$ cat src/rtl/meas_frame_scheduler.sv
// Purpose: sequences one ring-oscillator measurement (clear, gated window, settle, capture)
//          and sends the results as one UART frame {HEADER, cc, dc, HEADER^cc^dc}.
// Latency: 1 + WINDOW_CYCLES + SETTLE_CYCLES cycles from start to capture, then 4 handshaked bytes.
// Backpressure: each byte is held on tx_data with tx_start high until tx_ready; waits forever.
// Ports:
//   clk, reset             clock and synchronous active-high reset
//   run, single            level start (back-to-back frames) / one-shot start pulse when idle
//   cc_value, dc_value     8-bit measurement results, sampled once per frame
//   tx_ready               UART can accept a byte
//   meas_en, meas_rst      window enable / one-cycle clear to the measurement circuits
//   tx_data, tx_start      byte and byte request to the UART
//   busy, frame_count      not-idle flag / completed frame count (wraps at 256)
module meas_frame_scheduler #(
   parameter int unsigned WINDOW_CYCLES = 100000,
   parameter int unsigned SETTLE_CYCLES = 4,
   parameter logic [7:0]  HEADER        = 8'hA5,
   parameter int unsigned CNT_W         = 24
) (
   input  logic       clk,
   input  logic       reset,
   input  logic       run,
   input  logic       single,
   input  logic [7:0] cc_value,
   input  logic [7:0] dc_value,
   input  logic       tx_ready,
   output logic       meas_en,
   output logic       meas_rst,
   output logic [7:0] tx_data,
   output logic       tx_start,
   output logic       busy,
   output logic [7:0] frame_count
);

   typedef enum logic [2:0] {
      IDLE, CLEAR, MEASURE, SETTLE, SEND_HDR, SEND_CC, SEND_DC, SEND_CHK
   } state_t;

   localparam logic [CNT_W-1:0] WIN_LOAD = CNT_W'(WINDOW_CYCLES - 1);
   localparam logic [CNT_W-1:0] SET_LOAD = CNT_W'(SETTLE_CYCLES - 1);

   state_t           state;
   logic [CNT_W-1:0] cnt;
   logic [7:0]       cc_q;
   logic [7:0]       dc_q;
   logic             sent;    // current byte accepted; next request waits for tx_ready
   logic             accept;
   logic [7:0]       chk;

   assign accept = tx_start & tx_ready;
   assign chk    = HEADER ^ cc_q ^ dc_q;

   always_ff @(posedge clk) begin
      if (reset) begin
         state       <= IDLE;
         cnt         <= '0;
         cc_q        <= '0;
         dc_q        <= '0;
         sent        <= 1'b0;
         meas_en     <= 1'b0;
         meas_rst    <= 1'b0;
         tx_data     <= '0;
         tx_start    <= 1'b0;
         busy        <= 1'b0;
         frame_count <= '0;
      end else begin
         case (state)
            IDLE: begin
               if (run || single) begin
                  state    <= CLEAR;
                  meas_rst <= 1'b1;
                  busy     <= 1'b1;
               end
            end
            CLEAR: begin
               meas_rst <= 1'b0;
               meas_en  <= 1'b1;
               cnt      <= WIN_LOAD;
               state    <= MEASURE;
            end
            MEASURE: begin
               if (cnt == '0) begin
                  meas_en <= 1'b0;
                  cnt     <= SET_LOAD;
                  state   <= SETTLE;
               end else begin
                  cnt <= cnt - 1'b1;
               end
            end
            SETTLE: begin
               if (cnt == '0) begin
                  // Capture edge: the only point where the inputs reach the frame.
                  cc_q     <= cc_value;
                  dc_q     <= dc_value;
                  tx_data  <= HEADER;
                  tx_start <= 1'b1;
                  state    <= SEND_HDR;
               end else begin
                  cnt <= cnt - 1'b1;
               end
            end
            SEND_HDR: begin
               if (accept) begin
                  tx_start <= 1'b0;
                  sent     <= 1'b1;
               end else if (sent && tx_ready) begin
                  sent     <= 1'b0;
                  tx_start <= 1'b1;
                  tx_data  <= cc_q;
                  state    <= SEND_CC;
               end
            end
            SEND_CC: begin
               if (accept) begin
                  tx_start <= 1'b0;
                  sent     <= 1'b1;
               end else if (sent && tx_ready) begin
                  sent     <= 1'b0;
                  tx_start <= 1'b1;
                  tx_data  <= dc_q;
                  state    <= SEND_DC;
               end
            end
            SEND_DC: begin
               if (accept) begin
                  tx_start <= 1'b0;
                  sent     <= 1'b1;
               end else if (sent && tx_ready) begin
                  sent     <= 1'b0;
                  tx_start <= 1'b1;
                  tx_data  <= chk;
                  state    <= SEND_CHK;
               end
            end
            SEND_CHK: begin
               if (accept) begin
                  tx_start    <= 1'b0;
                  frame_count <= frame_count + 1'b1;
                  if (run) begin
                     state    <= CLEAR;
                     meas_rst <= 1'b1;
                  end else begin
                     state <= IDLE;
                     busy  <= 1'b0;
                  end
               end
            end
            default: begin
               state <= IDLE;
               busy  <= 1'b0;
            end
         endcase
      end
   end

endmodule

$ cat config.mk
export PLATFORM = sky130hd
export DESIGN_NAME = meas_frame_scheduler
export DESIGN_NICKNAME = d
export VERILOG_FILES = /design/src/rtl/meas_frame_scheduler.sv
export SDC_FILE = /design/constraint.sdc
export NUM_CORES = 1
export LEC_CHECK = 0
export CORE_MARGIN = 4
export CORE_UTILIZATION = 63
export DETAILED_ROUTE_END_ITERATION = 6
export DONT_BUFFER_PORTS = 1
export PLACE_DENSITY_LB_ADDON = 0.3
export SYNTH_ARGS = -nofsm -noshare
export SYNTH_HDL_FRONTEND = slang
export SYNTH_SLANG_ARGS = --single-unit
$ cat constraint.sdc
create_clock -name clk -period 2.75 [get_ports clk]
set_clock_uncertainty 0.15 [all_clocks]
set_input_delay 0.4125 -clock clk [delete_from_list [all_inputs] [get_ports clk]]
set_output_delay 0.4125 -clock clk [all_outputs]
set_load 0.005 [all_outputs]
# Yosys cells after proc, flatten, opt, wreduce, memory -nomap -nowiden
# Index checks and enable logic that the tools add are counted.
# W data, S select, Z words.
[word_totals] reg_bits=64 inputBits=21 output_inout_bits=20 elab_cells=98
[classes] n_addsub=2 eq_ne=21 muxes=39 n_bitwise=3 reduce_logical=22
[ops] cell="$pmux W24 S3" count=1
[ops] cell="$mux W8" count=7
[ops] cell="$mux W24" count=2
[ops] cell="$pmux W8 S4" count=1
[ops] cell="$mux W3" count=10
[ops] cell="$ne A2 B2 Y1 const B" count=13
[ops] cell="$logic_not A24 Y1" count=1
[ops] cell="$pmux W3 S8" count=1
[ops] cell="$sub A24 B1 Y24 const B" count=1
[ops] cell="$mux W1" count=13
[ops] cell="$eq A3 B3 Y1 const B" count=4
[ops] cell="$reduce_and A4 Y1" count=3
[ops] cell="$reduce_and A10 Y1" count=1
[ops] cell="$reduce_and A2 Y1" count=5
[ops] cell="$reduce_bool A3 Y1" count=3
[ops] cell="$add A8 B1 Y8 const B" count=1
[ops] cell="$reduce_and A8 Y1" count=1
[ops] cell="$xor A8 B8 Y8" count=1
[ops] cell="$eq A3 B2 Y1 const B" count=2
[ops] cell="$pmux W1 S3" count=2
[ops] cell="$reduce_bool A2 Y1" count=3
[ops] cell="$not A4 Y4" count=1
[ops] cell="$pmux W1 S2" count=2
[ops] cell="$reduce_bool A4 Y1" count=1
[ops] cell="7 further kinds" count=7

# Longest topological paths before layout
[logic_depth] ltp_word=5 ltp_mapped=9 ltp_nobuf=7

# Worst setup path after synthesis
# Ideal clock, no wire load.
[synth_timing] path_kind="reg-to-reg" from="register cnt[0]" to="register tx_data[1]" setup_ns=0.132 arrival_time_ns=2.083 slack_ns=0.385 path_stages_with_launch=9 path_cell_list="dfxtp_1 > inv_1 > ha_1 > or4b_1 > or4_4 > or3_1 > buf_2 > nand3_1 > a21oi_1"
[synth_via] elab_chain_cells=3
[synth_lines] element="from (decl)" line="42" text="logic [CNT_W-1:0] cnt;"
[synth_lines] element="from (signal assigned)" line="86" text="cnt <= cnt - 1'b1;"
[synth_lines] element="from (signal assigned)" line="98" text="cnt <= cnt - 1'b1;"
[synth_lines] element="$logic_not A24 Y1" line="90" text="if (cnt == '0) begin"
[synth_lines] element="$ne A2 B2 Y1 (no line)"
[synth_lines] element="$reduce_and A8 Y1 (no line)"
[synth_lines] element="to (signal assigned)" line="108" text="tx_data <= cc_q;"
[synth_lines] element="to (signal assigned)" line="119" text="tx_data <= dc_q;"
[synth_lines] element="to (signal assigned)" line="130" text="tx_data <= chk;"
[synth_lines] element="to (decl)" line="28" text="output logic [7:0] tx_data,"
# No other way between the ends.
# A chain may end at the register's enable or synchronous reset.

# Final worst setup path
[layout_timing] from="register cnt[0]" to="register tx_data[6]"
# Same word-level chain as after synthesis.

==> summary.txt <==
Status - complete, no violations
Layout area overhead - 8.18%
Total gr overflow - 0
Share of cells above drive strength 1 - 0.104
Clock Sinks - 64
Initial antenna violation count - 0
Grt met1 use - 0.302
N_diodes - 0
Setup WS pre-CTS - 0.262 ns
# fillers - 433
Post-synth EDFFs - 0
CTS buffer count - 9
Worst-path maximum fanout - 20
Cells after synthesis - 401
Endpoints failing hold - 0
Cell Area, Synth - 0.00329 mm2
Total power - 2.78 mW
Hold path startpoint - reset
Drt total wl - 7510 um
Maxcap violations - 0
Crit path buf inv count - 2
Busiest grt layer - met2
First drt pass iteration count - 4
Die area - 0.00644 mm2
Initial core utilization - 0.648
Slowest stage delay, CP - 0.49 ns
Dominant synthesized flop cell - dfxtp_1
FP Rows - 26
Avg Cell Area, Syn - 8.20 um2
Slew @ Worst Pin - 0.638 ns
GRT Overall Usage - 0.249
First-pass GRT wire length - 12600 um
CP Capture Type - flop
Crit path time final - 2.51 ns
H-tree levels - 3
Dpl hpwl - 4980 um
Cell variety after synth - 55
CP Class - flop to flop
Post-cts gate resize count - 0
Worst path slowest cell - or4b_1
Peak VDD IR - 0.582 mV
Worst slew margin - 0.571
Cell Chain, Critical Path - inv_1 > ha_1 > or4b_1 > or4_4 > or3_1 > buf_4 > nand3_1 > a21oi_1
Hold crit path type - primary input to flop
Critical path startpoint - cnt[0]$_SDFFE_PP0P_
TNS Setup - 0 ns
Worst r2r src - cnt[0]$_SDFFE_PP0P_
Vias in the first global route - 2743
RSZ-0062 raised after global routing - false
Largest net degree at the start of global routing - 38
R2r setup slk - 0.24 ns
Dpl cells - 458
DIE HEIGHT - 80.2 um
CTS root buffer - clkbuf_8
CP arrival - 2.60 ns
Post-DRT Antenna Nets - 0
PwrDens - 783 mW/mm2
CP Launch Type - flop
Reg clk slew, reported paths - 0.07 ns
Slew Viols, Final - 0
Maximum clock rate - 0.398 GHz
Leak pwr - 1.25 nW
FFs w/ async S/R, synth - 0
Final Hold Slack - 0.0182 ns
Yosys Warn Count - 0
GPL Wtd Cong - 0.881
GR met3 Demand/Resource - 0.0785
Sequential share of the synthesized area - 0.390
Register bit count reported by yosys - 64
Boundary pin count - 41
CP top delay family - simple AND/OR/NAND/NOR gates
WP data required - 2.84 ns
Final #Nets - 424
Die W - 80.2 um
Period utilization - 0.913
Vias - 2994
Layout Cells excl Fill - 475
Final instance area - 0.00356 mm2
Post-Route Utilization - 0.701
Placed Area - 0.00335 mm2
Routed WL per cell - 15.8 um
Syn nets - 425
Initial DRC count - 219
PortBufs - 0
Skew-Pair Late Insertion Delay - 0.35 ns
Final setup viols - 0
Setup ws final - 0.239 ns
Core box area - 0.00507 mm2
Longest Clk Path Bufs - 2
TritonCTS clock tree - yes
Remaining DRCs - 0
Vias per cell - 6.30
GR Util met2 - 0.415
[routing by layer]
layer,vias to the layer above,wire [um],share of wire
met5,-,0,0
met3,10,390,0.052
met1,1404,3260,0.43
met4,0,136,0.018
li1,1502,-,-
met2,78,3730,0.50
[power breakdown]
group / switching [mW] / internal (mW)
clock: 0.368 / 0.376
combinational: 0.563 / 0.359
sequential: 0.0980 / 1.02
total: 1.03 / 1.75
[flip-flops by register name, indices dropped and copies added (netlist names)]
signal and count:
dc_q 8, state 3, meas_en 1, frame_count 8
tx_start 1, sent 1, meas_rst 1, tx_data 8
busy 1, cnt 24, cc_q 8
[path summary, 6_finish.rpt]
path	endpoint	cells after the start
hold reg to reg	cc_q[1]$_SDFFE_PP0P_	2
hold / removal	cnt[3]$_SDFFE_PP0P_	1
setup reg to reg	tx_data[6]$_SDFFE_PP0P_	8
setup / recovery	tx_data[6]$_SDFFE_PP0P_	8
[repair_timing]
| action | CTS | global route |
|---|---|---|
| hold endpoints to repair | 37 | 0 |
| setup buffers | 0 | 0 |
| hold buffers | 1 | 0 |
[cells in the final DEF, fill, tap and decap left out, types with 7 or more instances in the layout]
cell type / instances
clkbuf_8: 11
or4_1: 12
buf_4: 10
nor2_1: 25
a21oi_1: 43
o31ai_1: 9
or3_1: 7
inv_1: 9
mux2i_1: 9
and3_1: 8
o22ai_1: 7
nand3_1: 23
nor3_1: 8
dfxtp_1: 64
nand2_1: 55
nand4_1: 8
[synth_stat cells (2+ instances only)]
cell type	instances	area share
a211oi_1	3	0.0069
buf_2	4	0.0061
o21ai_0	5	0.0076
nor2b_1	3	0.0057
o31ai_1	9	0.021
and4_1	2	0.0053
o22ai_1	7	0.013
and2_1	3	0.0057
or4_4	2	0.0069
a21o_1	2	0.0046
nor3_1	8	0.012
ha_1	3	0.011
nor4_1	6	0.011
a21oi_1	43	0.065
nand2_1	55	0.063
or4b_1	2	0.0061
mux2_2	4	0.014
o21ai_1	2	0.0030
buf_1	2	0.0023
or3_1	7	0.013
and3_1	8	0.015
mux2i_1	9	0.027
or2_2	4	0.0076
or4_1	12	0.027
inv_1	9	0.010
clkbuf_1	15	0.017
nor2_1	25	0.029
nand4_1	8	0.015
a32oi_1	3	0.0080
a31oi_1	4	0.0076
o21bai_1	4	0.0091
a311oi_1	2	0.0053
nor3b_1	5	0.011
xor2_1	5	0.013
o221ai_1	4	0.011
dfxtp_1	64	0.39
nand3_1	23	0.035
xnor2_1	2	0.0053
buf_6	3	0.010
o311a_1	5	0.015
[kinds of logic after synthesis]
family          share of synthesized area
compound gates                      0.212
xor+xnor                           0.0187
buf+inv                            0.0472
simple gates                        0.280
fa+ha+maj                          0.0114
mux                                0.0411
flops                               0.390
[final cells by class]
type | instances | area (um2) | area share
tap | 70 | 87.6 | 0.0246
clock inverter | 4 | 28.8 | 0.00809
inverter | 10 | 37.5 | 0.0106
timing repair buffer | 12 | 115 | 0.0324
clock buffer | 12 | 155 | 0.0436
multi-input combinational | 303 | 1850 | 0.520
sequential | 64 | 1280 | 0.360
(Power assumes the default switching activity.)
==> patch 1: new RTL, config.mk and constraints unchanged <==
Put one more register stage on the output `frame_count`. The value now appears one clock later. The other outputs are not delayed to match.
--- a/src/rtl/meas_frame_scheduler.sv
+++ b/src/rtl/meas_frame_scheduler.sv
@@ -38,6 +38,8 @@
    localparam logic [CNT_W-1:0] WIN_LOAD = CNT_W'(WINDOW_CYCLES - 1);
    localparam logic [CNT_W-1:0] SET_LOAD = CNT_W'(SETTLE_CYCLES - 1);
 
+   logic [7:0] frame_count_s0;
+
    state_t           state;
    logic [CNT_W-1:0] cnt;
    logic [7:0]       cc_q;
@@ -61,7 +63,7 @@
          tx_data     <= '0;
          tx_start    <= 1'b0;
          busy        <= 1'b0;
-         frame_count <= '0;
+         frame_count_s0 <= '0;
       end else begin
          case (state)
             IDLE: begin
@@ -134,7 +136,7 @@
             SEND_CHK: begin
                if (accept) begin
                   tx_start    <= 1'b0;
-                  frame_count <= frame_count + 1'b1;
+                  frame_count_s0 <= frame_count_s0 + 1'b1;
                   if (run) begin
                      state    <= CLEAR;
                      meas_rst <= 1'b1;
@@ -152,5 +154,9 @@
       end
    end
 
+   always_ff @(posedge clk) begin
+      frame_count <= frame_count_s0;
+   end
+
 endmodule
 
Behaviour: no difference found for any inputs over 10 cycles, from zero or initial values and one cycle with reset high; that may be too few to reach the edited logic, so the function may still have changed.
==> patch 1 against the original RTL <==
- die area down 0.27%
- synthesized area down 0.30%
- design area up 6.0%
- power up 25%
- critical path depth down 2
- clock power up 36%
- sequential cell count up 8
- core utilization up 7.2 points
- setup slack worse by 0.22 ns
- routed wire length up 3.0%
- largest cell class unchanged
==> patch 1: results (changes against the original RTL) <==
Critical path
  • Crit-path slowest cell: or4_4
  • Arrival time worst endpoint: 2.79 ns (+0.19 ns)
  • Critical path's largest stage delay: 0.55 ns (+0.06 ns)
  • Worst-path maximum fanout: 8 (-60%)

Yosys
  • Synth Warn #: 0 (unchanged)
  • Sequential fraction of the synthesis area: 43.99% (+5.0 points)
  • Async SR Flop Fraction: 0% (unchanged)
  • Synth Area in XOR/XNOR: 2.405% (+0.54 points)
  • Largest area contributor in the synthesized netlist: dfxtp_1
  • Ranking of synthesized cells by area: dfxtp_1 (44%), a21oi_1 (7.8%), nand2_1 (5.7%)
  • Synth Area in Compound Gates: 23.10% (+1.9 points)
  • Post-synthesis cell type count: 54 (-1.8%)
  • Post-synth top cells: dfxtp_1 (72), a21oi_1 (51), nand2_1 (50), nor2_1 (25)
  • Mux share of post-synthesis cell area: 1.222% (-2.9 points)
  • Adder-cell share of the synthesized area: 1.145% (+0.0035 points)
  • Cell count after synthesis: 389 (-3.0%)
  • Syn_nets: 413 (-2.8%)

Finish
  • Largest reg by FF count: cnt
  • # nets final: 430 (+1.4%)
  • Ant diodes: 0 (unchanged)
  • Layout cells sized above 1: 14.11% (+3.7 points)
  • Fillers: 368 (-15%)

GRT
  • First-pass GRT wire length: 12.63 mm (+0.45%)
  • GR Layer Usage met2: 36.26% (-5.2 points)
  • Vias in the first global route: 2660 (-3.0%)
  • Met3 Usage GRT: 6.278% (-1.6 points)
  • Met1 Usage GRT: 35.49% (+5.2 points)
  • All-Layer GR Usage: 25.08% (+0.23 points)
  • Largest net degree at the start of global routing: 42 (+11%)

Detailed routing
  • DRT Wirelength: 7.735 mm (+3.0%)
  • Met2 wire len: 3.497 mm (-6.2%)
  • Wire length per cell: 16.18 microns (+2.3%)
  • Iter 0 DRT Violations: 294 (+34%)
  • Routed vias: 3040 (+1.5%)
  • WL met3: 749 microns (+92%)
  • Met1 wire length: 3.330 mm (+2.2%)
  • Drt first pass iters: 6 (+2)

Timing
  • Worst-Margin Slew: 0.5900 ns (-0.04769 ns)

Power
  • Max rail drop VDD: 584.4 uV (+0.34%)
  • LEAKAGE: 1.296 nW (+3.8%)
  • P_sw: 1.189 mW (+15%)

Clock network
  • Clock Latency Late Sink: 0.35 ns (about the same)
  • Clk pin slew, worst setup/hold paths: 0.07 ns (about the same)

Place
  • Gpl congestion: 0.9336 (+6.0%)
  • Post-DP HPWL: 5.199 mm (+4.3%)
  • I/O Buffers: 0 (unchanged)
  • Pre-CTS setup slack: 0.02743 ns (-0.2343 ns)

Run status
  • Run status: complete, no violations
[patch 1: repair_timing]
action | in CTS | in global routing
resized for setup | 0 | 5
buffers inserted | 0 | 3
endpoints found under the hold margin | 41 | 0
endpoints found under the setup margin | 0 | 21
hold buffers | 1 | 0
[patch 1: worst paths after layout]
check                           slack, ns  depth (start not counted)                      to                            from
worst max-delay path                 0.02                          6     cnt[4]$_SDFFE_PP0P_             cnt[8]$_SDFFE_PP0P_
worst min register to register       0.22                          0  frame_count[7]$_DFF_P_  frame_count_s0[7]$_SDFFE_PP0P_
worst min-delay path                 0.02                          1    cnt[18]$_SDFFE_PP0P_                           reset
worst max register to register       0.02                          6     cnt[4]$_SDFFE_PP0P_             cnt[8]$_SDFFE_PP0P_
[patch 1: per-stage QoR]
stage / power, mW / area, sq um / utilization (%)
6_report: 3.480 / 3769 / 77.23
5_1_grt: 3.665 / 3769 / 77.23
4_1_cts: 3.384 / 3719 / 76.21
3_5_place_dp: 2.366 / 3456 / 70.82
3_3_place_gp: 2.327 / 3456 / 70.82
2_1_floorplan: 2.048 / 3277 / -
[patch 1: power groups by stage]
stage | Sequential, mW | Clock (mW) | Combinational, mW
6_report | 1.25 | 1.01 | 1.22
5_1_grt | 1.26 | 1.07 | 1.33
4_1_cts | 1.25 | 1.02 | 1.12
3_5_place_dp | 1.27 | 0 | 1.10
3_3_place_gp | 1.26 | 0 | 1.06
2_1_floorplan | 1.26 | 0 | 0.792
[patch 1: cell type report]
type	instances	area, sq um	share of cell area (%)
clock inverter	6	115.1	3.054
multi-input combinational	292	1742	46.22
timing repair buffer	27	244.0	6.474
sequential	72	1441	38.25
inverter	4	15.01	0.3984
clock buffer	10	127.6	3.386
tap	67	83.83	2.224
==> patch 2: new RTL, same settings <==
Without the edit above. The parameter `CNT_W` goes from 24 to 12.
--- a/src/rtl/meas_frame_scheduler.sv
+++ b/src/rtl/meas_frame_scheduler.sv
@@ -14,7 +14,7 @@
    parameter int unsigned WINDOW_CYCLES = 100000,
    parameter int unsigned SETTLE_CYCLES = 4,
    parameter logic [7:0]  HEADER        = 8'hA5,
-   parameter int unsigned CNT_W         = 24
+   parameter int unsigned CNT_W         = 12
 ) (
    input  logic       clk,
    input  logic       reset,
Formal check against the unedited RTL: same outputs for any inputs over 10 cycles, from zero or initial values and one cycle with reset high; that may be too few to reach the edited logic, so the function may still have changed.
==> patch 2 against the original RTL <==
- fmax is 10% higher
- design area shrank 24%
- sequential cell count shrank 12
- setup slack gained 0.24 ns
- synthesized area decreased by 21%
- sequential share of layout area grew 2.7 points
- power down 28%
- routed wire length is 24% lower
- cell count down 23%
==> patch 2: results (changes against the original RTL) <==
Finish
  • Clock buf/inv share: 3.492% (-1.7 points)
  • Reg area: 1041 sq um (-19%)
  • Post-route non-filler standard cell count: 367 (-23%)
  • Area Overhead vs Synth: 3.818%
  • Num sequential: 52 (-19%)
  • Multi-input logic area: 1434 sq um (-23%)
  • # nets final: 340 (-20%)
  • Plain + repair buffers: 4 (-8)
  • Layout clock buffers: 7 (-5)
  • Multi-input gate count: 246 (-19%)
  • Invs w/o clock: 7 (-3)
  • Fillers: 338 (-22%)
  • NonClk Buf Share: 1.117% (-2.1 points)

Timing
  • Slew headroom: 50.65% (-6.4 points)
  • Max Freq: 439.6 MHz (+10%)
  • Hold_ws: 0.01849 ns (+0.0002670 ns)

Critical path
  • Reg2reg start: cnt[4]$_SDFFE_PP0P_
  • Arrival time worst endpoint: 2.32 ns (-0.28 ns)
  • Flop2flop setup slack: 0.48 ns (+0.24 ns)
  • Worst reg2reg path depth: 5 (-3)
  • Reg2Reg Capture Point: tx_data[3]$_SDFFE_PP0P_
  • Crit-path slowest cell: nand2b_1

Power
  • LEAKAGE: 0.8707 nW (-30%)
  • Max rail drop VDD: 442.1 uV (-24%)

Place
  • Placed Cells: 359 (-22%)
  • Gpl congestion: 0.9181 (+4.2%)
  • Post-DP HPWL: 3.947 mm (-21%)
  • Cell Area, Placed: 2594 sq um (-23%)
  • Pre-CTS setup slack: 0.4921 ns (+0.2304 ns)

Worst hold path
  • Worst Hold End: cnt[10]$_SDFFE_PP0P_

GRT
  • All-Layer GR Usage: 22.78% (-2.1 points)
  • Met3 Usage GRT: 5.540% (-2.3 points)
  • Vias in the first global route: 2082 (-24%)
  • GR Layer Usage met2: 36.40% (-5.1 points)

Yosys
  • Post-synth top cells: nand2_1 (60), dfxtp_1 (52), a21oi_1 (35), nor2_1 (27)
  • Post-synthesis cell type count: 46 (-16%)
  • Ranking of synthesized cells by area: dfxtp_1 (40%), nand2_1 (8.7%), a21oi_1 (6.8%)

Clock network
  • Clk pin slew, worst setup/hold paths: 0.09 ns (+0.02 ns)
  • TritonCTS buffer count: 5 (-4)
  • CTS H-tree lvls: 2 (-1)

Detailed routing
  • WL met3: 366 microns (-6.2%)
  • Met2 wire len: 2.684 mm (-28%)
  • Routed vias: 2252 (-25%)

Run status
  • Run status: complete, no violations
==> patch 2: changes by cell type in the layout (fill, tap and decap cells not counted), moves of 6 or more <==
cell	delta
and3_1	-7
o31ai_1	-7
nand3_1	-10
dfxtp_1	-12
a21oi_1	-8
buf_4	-6
o21ai_0	+8
or4_1	-11
==> patch 2: power groups by stage <==
stage | Combinational (mW) | Clock, mW | Sequential [mW]
floorplan | 0.513 | 0 | 0.919
global placement | 0.588 | 0 | 0.958
detailed placement | 0.597 | 0 | 0.966
CTS | 0.601 | 0.458 | 0.949
global route | 0.672 | 0.483 | 0.965
finish | 0.606 | 0.452 | 0.952
==> patch 2: logic make-up (layout without fill, tap and decap cells) <==
family	after synthesis	after routing	share of synthesized area (%)
and+or+nand+nor	140	140	26.68
AOI/OAI and AO/OA	80	80	18.66
DFF	52	52	40.21
buffers and inverters	25	19	4.399
muxes	12	12	4.882
xor gates and xnor gates	11	11	3.722
adders and majority gates	3	3	1.450
